## config.mk

```make
export PLATFORM = sky130hd
export DESIGN_NAME = alu_mul_seq
export DESIGN_NICKNAME = d
export VERILOG_FILES = /design/src/rtl/alu_mul_seq.sv
export SDC_FILE = /design/constraint.sdc
export NUM_CORES = 1
export LEC_CHECK = 0
export ABC_CLOCK_PERIOD_IN_PS = 2800
export CORE_ASPECT_RATIO = 1.75
export CORE_MARGIN = 2
export CORE_UTILIZATION = 45
export CTS_BUF_LIST = sky130_fd_sc_hd__clkbuf_16
export DETAILED_ROUTE_END_ITERATION = 6
export PLACE_DENSITY = 0.8
export REMOVE_ABC_BUFFERS = 1
export SYNTH_ARGS = -nofsm -noshare
export SYNTH_HDL_FRONTEND = slang
export SYNTH_SLANG_ARGS = --single-unit
```

## constraint.sdc

```tcl
create_clock -name clk -period 2.8 [get_ports clk]
set_input_delay 0.56 -clock clk [delete_from_list [all_inputs] [get_ports clk]]
set_output_delay 0.56 -clock clk [all_outputs]
set_load 0.01 [all_outputs]
```

## src/rtl/alu_mul_seq.sv

```systemverilog
//------------------------------------------------------------------------------
// alu_mul_seq
//------------------------------------------------------------------------------
// Purpose:
//   Multi-cycle unsigned 32x32 multiply sequencer. It has no multiplier array of
//   its own. It borrows the shared 32-bit ALU for one add per multiplier bit
//   (shift-add, always 32 iterations), and it owns the ALU only while it runs.
//
//   Timing: the operands are accepted on the edge at cycle 0. RUN covers cycles
//   1..32. The result is valid from cycle 33 and is held until the consumer
//   takes it.
//
// Optional feature (macro SEQ_MULHI_EN):
//   When defined, the add carry is recovered from the ALU result with an
//   unsigned compare, and res_hi presents product[63:32].
//   When undefined, the carry is tied low and res_hi is constant 0.
//   res_lo is exact in both builds, because the carries only ever enter at
//   bit 63 and shift right by at most 31 places.
//
// Ports:
//   clk          in   1   clock, rising edge
//   rst_n        in   1   asynchronous active-low reset
//   start_valid  in   1   request to multiply op_a*op_b
//   start_ready  out  1   sequencer idle, can accept
//   op_a         in  32   multiplicand
//   op_b         in  32   multiplier
//   abort        in   1   synchronous cancel of the running operation
//   res_valid    out  1   result available
//   res_ready    in   1   consumer accepts result
//   res_lo       out 32   product[31:0]
//   res_hi       out 32   product[63:32] (0 unless SEQ_MULHI_EN)
//   alu_own      out  1   sequencer drives the ALU this cycle
//   alu_a        out 32   ALU operand A
//   alu_b        out 32   ALU operand B
//   alu_sel      out  4   ALU select code
//   alu_cin      out  1   ALU carry-in
//   alu_res      in  32   ALU result, combinational from alu_a/alu_b
//------------------------------------------------------------------------------
module alu_mul_seq #(
    parameter logic [3:0] SEL_ADD = 4'd0,
    parameter logic       CIN_ADD = 1'b0
) (
    input  logic        clk,
    input  logic        rst_n,
    input  logic        start_valid,
    output logic        start_ready,
    input  logic [31:0] op_a,
    input  logic [31:0] op_b,
    input  logic        abort,
    output logic        res_valid,
    input  logic        res_ready,
    output logic [31:0] res_lo,
    output logic [31:0] res_hi,
    output logic        alu_own,
    output logic [31:0] alu_a,
    output logic [31:0] alu_b,
    output logic [3:0]  alu_sel,
    output logic        alu_cin,
    input  logic [31:0] alu_res
);

    typedef enum logic [1:0] {
        ST_IDLE = 2'd0,
        ST_RUN  = 2'd1,
        ST_DONE = 2'd2
    } state_t;

    state_t      r_state;
    logic [31:0] r_mcand;
    logic [63:0] r_p;          // {partial-product high half, remaining multiplier bits}
    logic [5:0]  r_cnt;
    logic [31:0] r_res_lo;

    logic [31:0] w_hi;
    logic        w_add;
    logic [31:0] w_sum;
    logic        w_carry;
    logic [63:0] w_p_next;
    logic        w_run;

    assign w_hi  = r_p[63:32];
    assign w_add = r_p[0];
    assign w_run = (r_state == ST_RUN);

    // Add the multiplicand only when the current multiplier bit is set;
    // otherwise the high half passes through untouched.
    assign w_sum = w_add ? alu_res : w_hi;

`ifdef SEQ_MULHI_EN
    // The ALU is only 32 bits wide, so the carry-out is recovered afterwards:
    // an unsigned sum that wrapped is smaller than either of its addends.
    assign w_carry = w_add & (alu_res < w_hi);
`else
    assign w_carry = 1'b0;
`endif

    // The carry enters at bit 63 and the whole register shifts right by one.
    assign w_p_next = {w_carry, w_sum, r_p[31:1]};

    //--------------------------------------------------------------------------
    // Sequencer FSM
    //--------------------------------------------------------------------------
    always_ff @(posedge clk or negedge rst_n) begin
        if (!rst_n) begin
            r_state  <= ST_IDLE;
            r_mcand  <= '0;
            r_p      <= '0;
            r_cnt    <= '0;
            r_res_lo <= '0;
        end else begin
            case (r_state)
                ST_IDLE: begin
                    // An abort in the same cycle suppresses the request.
                    if (!abort && start_valid) begin
                        r_mcand <= op_a;
                        r_p     <= {32'h0, op_b};
                        r_cnt   <= '0;
                        r_state <= ST_RUN;
                    end
                end

                ST_RUN: begin
                    if (abort) begin
                        r_state <= ST_IDLE;
                    end else begin
                        r_p   <= w_p_next;
                        r_cnt <= r_cnt + 6'd1;
                        if (r_cnt == 6'd31) begin
                            // The result is captured separately so that it
                            // survives the return to IDLE unchanged.
                            r_res_lo <= w_p_next[31:0];
                            r_state  <= ST_DONE;
                        end
                    end
                end

                ST_DONE: begin
                    // abort wins over res_ready. Either one releases the result.
                    if (abort || res_ready) begin
                        r_state <= ST_IDLE;
                    end
                end

                default: begin
                    r_state <= ST_IDLE;
                end
            endcase
        end
    end

`ifdef SEQ_MULHI_EN
    logic [31:0] r_res_hi;

    always_ff @(posedge clk or negedge rst_n) begin
        if (!rst_n) begin
            r_res_hi <= '0;
        end else if (w_run && !abort && (r_cnt == 6'd31)) begin
            r_res_hi <= w_p_next[63:32];
        end
    end

    assign res_hi = r_res_hi;
`else
    assign res_hi = 32'h0;
`endif

    //--------------------------------------------------------------------------
    // Outputs: decoded from registered state only, so that an asynchronous
    // reset clears them immediately. Outside RUN the ALU-facing outputs are
    // forced to zero, so the main datapath sees the ALU untouched.
    //--------------------------------------------------------------------------
    assign start_ready = (r_state == ST_IDLE);
    assign res_valid   = (r_state == ST_DONE);
    assign res_lo      = r_res_lo;

    assign alu_own = w_run;
    assign alu_a   = w_run ? w_hi    : 32'h0;
    assign alu_b   = w_run ? r_mcand : 32'h0;
    assign alu_sel = w_run ? SEL_ADD : 4'd0;
    assign alu_cin = w_run ? CIN_ADD : 1'b0;

endmodule

```

==> results.txt <==
Global routing finished with a remaining overflow of 0. The highest cell delay on the worst timing path is 0.54 ns. Synthesis inferred 135 register bits. For the worst setup path, the data arrival time is 2.17 ns. Broken down by cell family, the worst path's largest delay share belongs to buffers and inverters.

The uppermost layer routed is met4. The count of buffering cells on the critical path with inverters included is 3. Entering global routing, the biggest net connects 66 pins.

For this design, the sink count on the clock tree is 135. After legalization and detailed placement, the total HPWL measured 11,300 um. The signal on the critical path passes through nand2b_1 -> inv_2 -> buf_12 -> and2_1 -> clkdlybuf4s50_1. The min-delay analysis places its worst path in the category in -> async. The maximum count of clock buffers along a single path came out at 2. The number of rows in the core area is 59. The number of I/O port buffers came out at 198.

The via count of the routed design is 4,930. The final setup violation count came out at 0. After synthesis, the netlist uses 32 different library cells. The worst setup path is launched from a register.

Setup repair after global routing left no endpoint under its margin. The cell area that synthesis handed to floorplanning was 6720 sq um. The overall fraction of global-route tracks in use is 21.0%. The worst slew slack as a fraction of its limit came out at 64.0%. The average routed wire per standard cell is 16.4 um. For the finished layout, the period the worst path requires is 2.73 ns.

The DRC marker count from the first detailed-route iteration came out at 166. In this run the clock root is driven by a sky130_fd_sc_hd__clkbuf_16. The die is 166 um tall. Across the routed clock network, the largest skew measured is 0.00774 ns. The share of synthesized area occupied by flip-flops and latches is 50.3%.

Routability-driven placement finished with a final weighted congestion of 0.832. The wire length of the first global-routing pass came out at 25,900 um. The worst ir drop on vdd is 0.375 mV. Summed over all layers, the routed wires come to 16,200 um. TritonCTS built the clock tree.

Of the cells placed in the final design, the portion with a size suffix greater than 1 is 21.2%. The fraction of the cycle the final worst path needs is 97.4%. The number of vias per cell came out at 5.01. The most common cell after layout, fill and taps aside is sky130_fd_sc_hd__clkdlybuf4s50_1. The count of max-cap constraint violations is 0. In the synthesized netlist the dominant register cell turns out to be sky130_fd_sc_hd__dfrtp_1.

The top-level port count is 237. The detailed-router iteration count before antenna repair is 4. After detailed routing, the number of remaining DRC violations is 0. The width of the chip is 96.4 um.

The worst setup path is captured at an output pin. For this design the ratio of total power to cell area is 643 nW/um^2. The starting utilization of the core area came out at 45.5%.

The hold violation count in the final report came out at 0. The number of nets in the finished design is 890. The total leakage power came out at 4.42 nW. The fraction of registers with async set or reset after synthesis came out at 100%. The run finished with clean final reports.

Relative to the synthesized area, the layout overhead comes to 40.6%. The slowest cell on the critical path is sky130_fd_sc_hd__clkdlybuf4s50_1. The detailed route wirelength on metal2 is 9070 um. The total power of the final layout came out at 6.07 mW. The floorplan core area came out at 14,800 sq um.

The largest fanout on the critical path is 41. The non-filler instance count after layout came out at 985. At the worst endpoint, the required time is 2.24 ns. The Yosys step of the flow raised 0 warnings. The number of global-route vias before repair is 5,193.

The synthesized area per cell came out at 11.3 sq um. In the layout the commonest cells are 193 x sky130_fd_sc_hd__clkdlybuf4s50_1, 134 x sky130_fd_sc_hd__dfrtp_1, 120 x sky130_fd_sc_hd__mux2_2, 100 x sky130_fd_sc_hd__nand2_1, 63 x sky130_fd_sc_hd__and2_1. The number of buffers created by CTS is 17. Wire segments on met3 add up to 622 um in the final route. Based on the critical path, the design can be clocked at up to 367 MHz. Clock-pin slew was measured on the worst setup and hold paths at 0.06 ns.

The placed cell count came out at 951. The instance count of the mapped netlist came out at 597. The critical path start-end classification is reg -> out. The number of synthesized flops with an enable pin is 0.

The count of hold-fix buffers inserted at cts is 0. The overall die area is 16,000 sq um. The total count of max-transition violations in the final report is 0. The count of nets left with antenna violations once routing finished came out at 0.

In this run the number of H-tree levels came out at 4. Final hold analysis gives a worst-case slack of 0.114 ns. The latest clock arrival within the worst-skew pair is 0.40 ns. At the pin with the least slew margin, the transition time is 0.539 ns. The wire length on met1 is 5920 um. The number of antenna violations at the first check in global routing is 1.
per-layer routing:
layer	track usage [%]	vias to the layer above
met1	22.9	2426
met5	0	-
met3	2.73	30
met4	11.6	0
li1	-	2292
met2	37.7	182
synth_stat cells, types with 2 or more instances:
cell,n,share of area (%)
sky130_fd_sc_hd__buf_1,4,0.22
sky130_fd_sc_hd__nor3_1,2,0.15
sky130_fd_sc_hd__mux2_1,8,1.3
sky130_fd_sc_hd__nand2b_1,3,0.28
sky130_fd_sc_hd__a21oi_1,3,0.22
sky130_fd_sc_hd__or3_1,2,0.19
sky130_fd_sc_hd__nand3_1,2,0.15
sky130_fd_sc_hd__buf_4,38,4.2
sky130_fd_sc_hd__o21ai_0,3,0.22
sky130_fd_sc_hd__and2_1,63,5.9
sky130_fd_sc_hd__dfrtp_1,135,50
sky130_fd_sc_hd__clkbuf_1,23,1.3
sky130_fd_sc_hd__mux2_2,120,20
sky130_fd_sc_hd__buf_6,4,0.67
sky130_fd_sc_hd__mux2i_1,33,4.9
sky130_fd_sc_hd__inv_1,2,0.11
sky130_fd_sc_hd__nand2_1,100,5.6
sky130_fd_sc_hd__nor2_1,33,1.8
sky130_fd_sc_hd__buf_2,6,0.45
final cells by class:
| class | instances | area, sq um |
|---|---|---|
| clock inverters | 15 | 224 |
| diodes | 1 | 2.50 |
| multi-input cells | 421 | 3020 |
| repair buffers | 210 | 2150 |
| fillers | 1182 | 5320 |
| inverters | 3 | 11.3 |
| well taps | 183 | 229 |
| clock buffers | 17 | 425 |
| flip-flops and latches | 135 | 3380 |
final timing paths:
check / to / from / depth (start not counted) / slack [ns]
worst min-delay path: res_lo[11] / rst_n / 1 / 0.11
worst max-delay path: alu_a[4] / r_state[1] / 5 / 0.07
worst min register to register: r_mcand[9] / r_mcand[9] / 2 / 0.47
worst max register to register: res_lo[28] / r_state[0] / 4 / 0.70
min in group clk: r_mcand[9] / r_mcand[9] / 2 / 0.47
max in group asynchronous: r_mcand[18] / rst_n / 2 / 1.97
stage by stage:
step	cell area [sq um]	setup TNS [ns]	setup WS (ns)	util, %
after floorplan	6390	-191.41	-2.95	-
after global placement	8750	0	0.290	59.3
after detailed placement	8750	0	0.238	59.3
after CTS	9430	0	0.0110	63.9
after global routing	9440	0	0.000550	64.0
final	9440	0	0.0736	64.0
flip-flops by register name, indices dropped and copies added, names as in the netlist:
signal,cells
r_state,2
r_p,63
r_cnt,6
res_lo,32
r_mcand,32
power by group:
group          switching, mW  total, mW  internal, mW
Sequential             0.196       2.44          2.24
Combinational          0.521       1.20         0.682
Clock                  0.841       2.43          1.59
cell families after synthesis:
kind of cell             share of synthesized area (%)
flip-flops                                        50.3
AND/OR/NAND/NOR                                   15.3
buffers and inverters                             7.04
other                                           0.0558
AO/OA/AOI/OAI                                    0.708
adder cells (fa/ha/maj)                          0.186
multiplexers                                      26.4
repair_timing:
item | 4_1_cts | 5_1_grt
resized for setup | 1 | 5
setup endpoints to repair | 58 | 62
pin swaps | 0 | 0
buffers inserted | 0 | 0
cloned | 1 | 0
(Power assumes the default switching activity.)
